==> src/rtl/cpu_pkg.sv <==
// Shared types for cpu_core: opcodes, sequencer states and flag bit positions.
// No logic; zero latency, no handshake.
package cpu_pkg;

   typedef enum logic [3:0] {
      OP_NOP  = 4'd0,
      OP_ADD  = 4'd1,
      OP_SUB  = 4'd2,
      OP_OR   = 4'd3,
      OP_AND  = 4'd4,
      OP_NOT  = 4'd5,
      OP_XOR  = 4'd6,
      OP_LSL  = 4'd7,
      OP_LSR  = 4'd8,
      OP_MOV  = 4'd9,
      OP_CMP  = 4'd10,
      OP_LDR  = 4'd11,
      OP_STR  = 4'd12,
      OP_JMP  = 4'd13,
      OP_HALT = 4'd14,
      OP_RSVD = 4'd15
   } opcode_e;

   typedef enum logic [1:0] {
      ST_FETCH  = 2'd0,
      ST_EXEC   = 2'd1,
      ST_MEM    = 2'd2,
      ST_HALTED = 2'd3
   } state_e;

   localparam int FLAG_Z = 0;
   localparam int FLAG_G = 1;
   localparam int FLAG_L = 2;

endpackage

==> src/rtl/cpu_alu.sv <==
// Combinational ALU for cpu_core: ADD..MOV results and unsigned CMP flags.
// Zero latency; no handshake or backpressure.
module cpu_alu
   import cpu_pkg::*;
#(
   parameter int DW = 16
) (
   input  logic [3:0]    op,
   input  logic [DW-1:0] a,
   input  logic [DW-1:0] b,
   output logic [DW-1:0] result,
   output logic [2:0]    flags_nxt,
   output logic          flags_we
);

   localparam logic [DW-1:0] DW_V = DW'(DW);

   always_comb begin
      result    = '0;
      flags_nxt = '0;
      flags_we  = 1'b0;
      case (opcode_e'(op))
         OP_ADD: result = a + b;
         OP_SUB: result = a - b;
         OP_OR:  result = a | b;
         OP_AND: result = a & b;
         OP_NOT: result = ~b;
         OP_XOR: result = a ^ b;
         OP_LSL: result = (b >= DW_V) ? '0 : (a << b);
         OP_LSR: result = (b >= DW_V) ? '0 : (a >> b);
         OP_MOV: result = b;
         OP_CMP: begin
            flags_we          = 1'b1;
            flags_nxt[FLAG_Z] = (a == b);
            flags_nxt[FLAG_G] = (a > b);
            flags_nxt[FLAG_L] = (a < b);
         end
         default: result = '0;
      endcase
   end

endmodule

==> src/rtl/cpu_core.sv <==
// Multi-cycle 16-bit-instruction core: FETCH -> EXEC (-> MEM) with req/ack memory ports.
// 2 cycles per instruction, 3 for LDR/STR at zero wait; every ack wait cycle stalls one cycle.
module cpu_core
   import cpu_pkg::*;
#(
   parameter int DW       = 16,
   parameter int AW       = 8,
   parameter int RESET_PC = 0
) (
   input  logic          clk,
   input  logic          rst,
   output logic          imem_req,
   output logic [AW-1:0] imem_addr,
   input  logic [15:0]   imem_rdata,
   input  logic          imem_ack,
   output logic          dmem_req,
   output logic          dmem_we,
   output logic [AW-1:0] dmem_addr,
   output logic [DW-1:0] dmem_wdata,
   input  logic [DW-1:0] dmem_rdata,
   input  logic          dmem_ack,
   output logic          halted,
   output logic [DW-1:0] r6_out
);

   localparam logic [DW-1:0] RESET_PC_V = DW'(RESET_PC);

   state_e        state_q, state_d;
   logic [DW-1:0] regs_q [8];
   logic [DW-1:0] regs_d [8];
   logic [15:0]   ir_q, ir_d;
   logic [2:0]    flags_q, flags_d;
   logic          imem_req_q, imem_req_d;
   logic          dmem_req_q, dmem_req_d;
   logic          dmem_we_q, dmem_we_d;
   logic [AW-1:0] dmem_addr_q, dmem_addr_d;
   logic [DW-1:0] dmem_wdata_q, dmem_wdata_d;

   opcode_e       op;
   logic [2:0]    rd;
   logic [2:0]    rs;
   logic [DW-1:0] opa;
   logic [DW-1:0] opb;
   logic [DW-1:0] pc_inc;
   logic [DW-1:0] alu_res;
   logic [2:0]    alu_flags;
   logic          alu_flags_we;
   logic          alu_wr;
   logic          jmp_taken;

   assign op        = opcode_e'(ir_q[15:12]);
   assign rd        = ir_q[11:9];
   assign rs        = ir_q[7:5];
   assign opa       = regs_q[rd];
   assign opb       = ir_q[8] ? DW'(ir_q[7:0]) : regs_q[rs];
   assign pc_inc    = regs_q[7] + DW'(1);
   assign alu_wr    = (op >= OP_ADD) && (op <= OP_MOV);
   // rd doubles as the condition mask for JMP; zero means unconditional
   assign jmp_taken = (rd == 3'd0) || ((rd & flags_q) != 3'd0);

   cpu_alu #(.DW(DW)) u_alu (
      .op        (ir_q[15:12]),
      .a         (opa),
      .b         (opb),
      .result    (alu_res),
      .flags_nxt (alu_flags),
      .flags_we  (alu_flags_we)
   );

   always_comb begin
      state_d      = state_q;
      regs_d       = regs_q;
      ir_d         = ir_q;
      flags_d      = flags_q;
      dmem_we_d    = dmem_we_q;
      dmem_addr_d  = dmem_addr_q;
      dmem_wdata_d = dmem_wdata_q;
      case (state_q)
         ST_FETCH: begin
            if (imem_req_q && imem_ack) begin
               ir_d    = imem_rdata;
               state_d = ST_EXEC;
            end
         end
         ST_EXEC: begin
            state_d   = ST_FETCH;
            regs_d[7] = pc_inc;
            // a write to r7 lands after the +1 above, so it replaces it
            if (alu_wr) regs_d[rd] = alu_res;
            if (alu_flags_we) flags_d = alu_flags;
            case (op)
               OP_JMP: if (jmp_taken) regs_d[7] = opb;
               OP_LDR, OP_STR: begin
                  regs_d[7]    = regs_q[7];
                  state_d      = ST_MEM;
                  dmem_we_d    = (op == OP_STR);
                  dmem_addr_d  = opb[AW-1:0];
                  dmem_wdata_d = opa;
               end
               OP_HALT: begin
                  regs_d[7] = regs_q[7];
                  state_d   = ST_HALTED;
               end
               default: ;
            endcase
         end
         ST_MEM: begin
            if (dmem_req_q && dmem_ack) begin
               state_d   = ST_FETCH;
               dmem_we_d = 1'b0;
               regs_d[7] = pc_inc;
               if (op == OP_LDR) regs_d[rd] = dmem_rdata;
            end
         end
         default: ;
      endcase
      imem_req_d = (state_d == ST_FETCH);
      dmem_req_d = (state_d == ST_MEM);
   end

   always_ff @(posedge clk or posedge rst) begin
      if (rst) begin
         state_q <= ST_FETCH;
         for (int i = 0; i < 7; i++) regs_q[i] <= '0;
         regs_q[7]    <= RESET_PC_V;
         ir_q         <= '0;
         flags_q      <= '0;
         imem_req_q   <= 1'b0;
         dmem_req_q   <= 1'b0;
         dmem_we_q    <= 1'b0;
         dmem_addr_q  <= '0;
         dmem_wdata_q <= '0;
      end else begin
         state_q      <= state_d;
         regs_q       <= regs_d;
         ir_q         <= ir_d;
         flags_q      <= flags_d;
         imem_req_q   <= imem_req_d;
         dmem_req_q   <= dmem_req_d;
         dmem_we_q    <= dmem_we_d;
         dmem_addr_q  <= dmem_addr_d;
         dmem_wdata_q <= dmem_wdata_d;
      end
   end

   assign imem_req   = imem_req_q;
   assign imem_addr  = regs_q[7][AW-1:0];
   assign dmem_req   = dmem_req_q;
   assign dmem_we    = dmem_we_q;
   assign dmem_addr  = dmem_addr_q;
   assign dmem_wdata = dmem_wdata_q;
   assign halted     = (state_q == ST_HALTED);
   assign r6_out     = regs_q[6];

endmodule

==> config.mk <==
export PLATFORM = sky130hd
export DESIGN_NAME = cpu_core
export DESIGN_NICKNAME = d
export VERILOG_FILES = /design/src/rtl/cpu_pkg.sv /design/src/rtl/cpu_alu.sv /design/src/rtl/cpu_core.sv
export SDC_FILE = /design/constraint.sdc
export NUM_CORES = 1
export LEC_CHECK = 0
export ABC_CLOCK_PERIOD_IN_PS = 8400
export CELL_PAD_IN_SITES_DETAIL_PLACEMENT = 0
export CELL_PAD_IN_SITES_GLOBAL_PLACEMENT = 1
export CORE_MARGIN = 2
export CORE_UTILIZATION = 30
export CTS_BUF_LIST = sky130_fd_sc_hd__clkbuf_4 sky130_fd_sc_hd__clkbuf_8
export DETAILED_ROUTE_END_ITERATION = 10
export PLACE_DENSITY_LB_ADDON = 0.1
export SETUP_SLACK_MARGIN = 0.1
export SYNTH_ARGS = -nofsm -noshare
export SYNTH_HDL_FRONTEND = slang
export SYNTH_SLANG_ARGS = --single-unit
==> constraint.sdc <==
create_clock -name clk -period 8.4 [get_ports clk]
set_input_delay 1.68 -clock clk [delete_from_list [all_inputs] [get_ports clk]]
set_output_delay 1.68 -clock clk [all_outputs]
set_load 0.05 [all_outputs]
==> reports/metrics.yaml <==
status: "completed"
ys_seq_area_share_pct: 29.63
finalCritPeriodShare_pct: 72.73
worstPathRequired_ns: 8.80
drive_above_1_share_pct: 11.49
critPathSlowestCell: "dfrtp_1"
grt_pass1_wl_um: 106800
layout_commonest_cell: "nand2_1"
grt_antenna_before_repair: 1
first_iter_violations: 1467
post_cts_resized: 0
drc: 0
slowest_delay_ns: 0.98
start_util_pct: 30.36
max_slew_margin_pct: 17.43
power_density_nw_per_um2: 93.20
cts_buffer_depth: 2
path_clk_slew_ns: 0.11
crit_path_cell_trace: "buf_4, clkinv_1, a221o_1, a22oi_1, buf_4, inv_1, fa_1, nand2b_1, a21oi_1, o21ai_0, a311oi_1, o41ai_1, nand2b_1, o2111ai_1, a21oi_1, o221ai_1"
place_congestion: 0.9882
p_leak_nw: 6.740
hold_start: "dmem_wdata[7]"
worstHoldPathCells: 2
final_nets: 1901
fin_setup_tns_ns: 0
regToRegEndpoint: "r6_out[12]"
core_um2: 48950
holdPathEnd: "dmem_wdata[7]"
io_pins: 88
post-route-min-period_ns: 6.110
final-hold-violation-count: 0
wirelength_um: 73040
synth-async-reset-ratio_pct: 100.0
drt-wirelength-per-cell_um: 29.32
postLayoutCoreUtil_pct: 34.01
busiest_layer: "met2"
h-tree-depth: 4
hpwlAfterDp_um: 55190
num_vias: 15100
synth_edf_count: 0
fmax_mhz: 163.7
syn_avg_cell_area_um2: 8.193
syn-cell-area_um2: 14860
fin_area_um2: 16650
firstDrtPassIters: 6
num_rows: 81
grt_usage_pct: 28.81
cts_buffers: 17
antenna_cells: 0
synth-seq-cells: 176
syn_to_final_growth_pct: 12.03
grtUsageMet2_pct: 46.80
clock_sinks: 176
hold_class: "register to register"
cts_tree: "done"
synth_cell_types: 96
fp.dieH_um: 226.6
r2r-start: "ir_q[11]"
tightest_slew_ns: 1.238
dieArea_um2: 51340
path_max_fanout: 27
post-place-cells: 2459
vias_per_cell: 6.061
grt_util_met1_pct: 37.90
postSynthCellCount: 1814
ir_drop_mv: 0.1083
whs_ns: 0.4795
dpl_cell_area_um2: 16250
fin_worst_skew_ns: 0.02463
endpoint_kind: "register"
grt_start_max_net_pins: 105
grt_use_met3_pct: 4.510
clk-insertion-delay-late_ns: 0.58
post_cts_buffers: 0
rrSetupSlack_ns: 2.29
grt_overflow_total: 0
die_x_um: 226.6
grt_pass1_vias: 14720
fin_cells: 2491
cp-start-kind: "register"
port_buffers: 87
setup_viol: 0
synth-main-ff-cell: "dfrtp_1"
reg2reg_depth: 16
root_buffer: "clkbuf_8"
cts_hold_buf: 0
slew_viol_final: 0
rsz0062_at_grt: "no"
layout_common_cells: "nand2_1 (263), dfrtp_1 (173), nor2_1 (160)"
crit_arrival_ns: 6.51
yosysWarnings: 0
criticalPathCategory: "register to register"
maxCapViolCount: 0
synth_fp_nets: 1901
ant_nets: 0
## worst max-delay path: cells and delay by family (launching register included)
family	cells	cell delay, ns
compound gates	9	3.01
buf+inv	4	1.15
flops	1	0.98
fa+ha+maj	1	0.49
simple gates	2	0.27
## where the power goes
group / internal (mW) / total [mW] / switching [mW]
combinational: 0.0157 / 0.0512 / 0.0355
clock: 0.277 / 0.654 / 0.377
sequential: 0.847 / 0.847 / 0
total: 1.14 / 1.55 / 0.412
## metal layers
metal	vias to the layer above	part of all wire, %
met2	658	47
li1	6735	-
met1	7583	43
met3	120	6.0
met4	2	4.0
met5	-	0.018
## per-stage QoR
step	total power, mW	worst slack [ns]
5_1_grt	1.610	2.035
3_3_place_gp	0.9156	2.518
6_report	1.552	2.290
4_1_cts	1.584	2.432
2_1_floorplan	0.8819	1.946
3_5_place_dp	0.9153	2.476
## area by class of cell
class,instances,area (um2)
Clock buffer,19,249.0
Multi-Input combinational cell,1419,9499
Clock inverter,13,153.9
Sequential cell,176,4408
Inverter,58,225.2
Tap cell,664,830.8
Fill cell,5217,32300
Timing Repair Buffer,142,1284
## flip-flops by register name, indices dropped and copies added (netlist names)
register    cells
dmem_wdata     16
flags_q         3
state_q         2
ir_q           16
dmem_addr       8
regs_q        104
imem_addr       8
dmem_we         1
r6_out         16
imem_req        1
dmem_req        1
## logic make-up (layout without fill, tap and decap cells)
| kind of cell | Yosys count | in the layout | share of synthesized area (%) |
|---|---|---|---|
| compound gates | 625 | 625 | 28.92 |
| buf+inv | 219 | 232 | 6.786 |
| simple gates | 613 | 613 | 18.52 |
| flops | 176 | 176 | 29.63 |
| xor+xnor | 18 | 18 | 1.061 |
| mux | 112 | 112 | 10.68 |
| fa+ha+maj | 51 | 51 | 4.395 |
## cell usage after synthesis, types with 10 or more instances
| cell type | number | area share, % |
|---|---|---|
| xnor2_1 | 13 | 0.77 |
| clkbuf_1 | 85 | 2.1 |
| o21ai_0 | 109 | 3.7 |
| o211ai_1 | 16 | 0.81 |
| inv_1 | 54 | 1.4 |
| mux4_2 | 34 | 5.2 |
| nand2_1 | 263 | 6.6 |
| buf_4 | 29 | 1.5 |
| nor2b_1 | 20 | 0.84 |
| nand2b_1 | 13 | 0.55 |
| a221o_1 | 11 | 0.74 |
| mux2_2 | 31 | 2.3 |
| o221ai_1 | 47 | 2.8 |
| and3_1 | 30 | 1.3 |
| nor4_1 | 10 | 0.42 |
| buf_2 | 29 | 0.98 |
| o21a_1 | 13 | 0.66 |
| dfrtp_1 | 176 | 30 |
| a221oi_1 | 23 | 1.4 |
| a31oi_1 | 11 | 0.46 |
| nor2_1 | 161 | 4.1 |
| buf_1 | 10 | 0.25 |
| mux2i_1 | 45 | 3.0 |
| a21oi_1 | 141 | 4.7 |
| a21o_1 | 17 | 0.86 |
| o22ai_1 | 44 | 1.9 |
| o21ai_1 | 34 | 1.1 |
| a22oi_1 | 18 | 0.91 |
| ha_1 | 49 | 4.1 |
| a211oi_1 | 19 | 0.96 |
| nand3_1 | 42 | 1.4 |
| nor3_1 | 24 | 0.81 |
## worst max path at each step
stage,slack [ns],depth (start not counted),start,endpoint
after floorplan,1.95,1,rst,dmem_addr[0]
after global placement,2.52,16,ir_q[11],r6_out[12]
after detailed placement,2.48,16,ir_q[11],r6_out[12]
after CTS,2.43,16,ir_q[11],r6_out[12]
after global routing,2.04,16,ir_q[11],r6_out[12]
final,2.29,16,ir_q[11],r6_out[12]
Power figures use the tool's default switching activity.
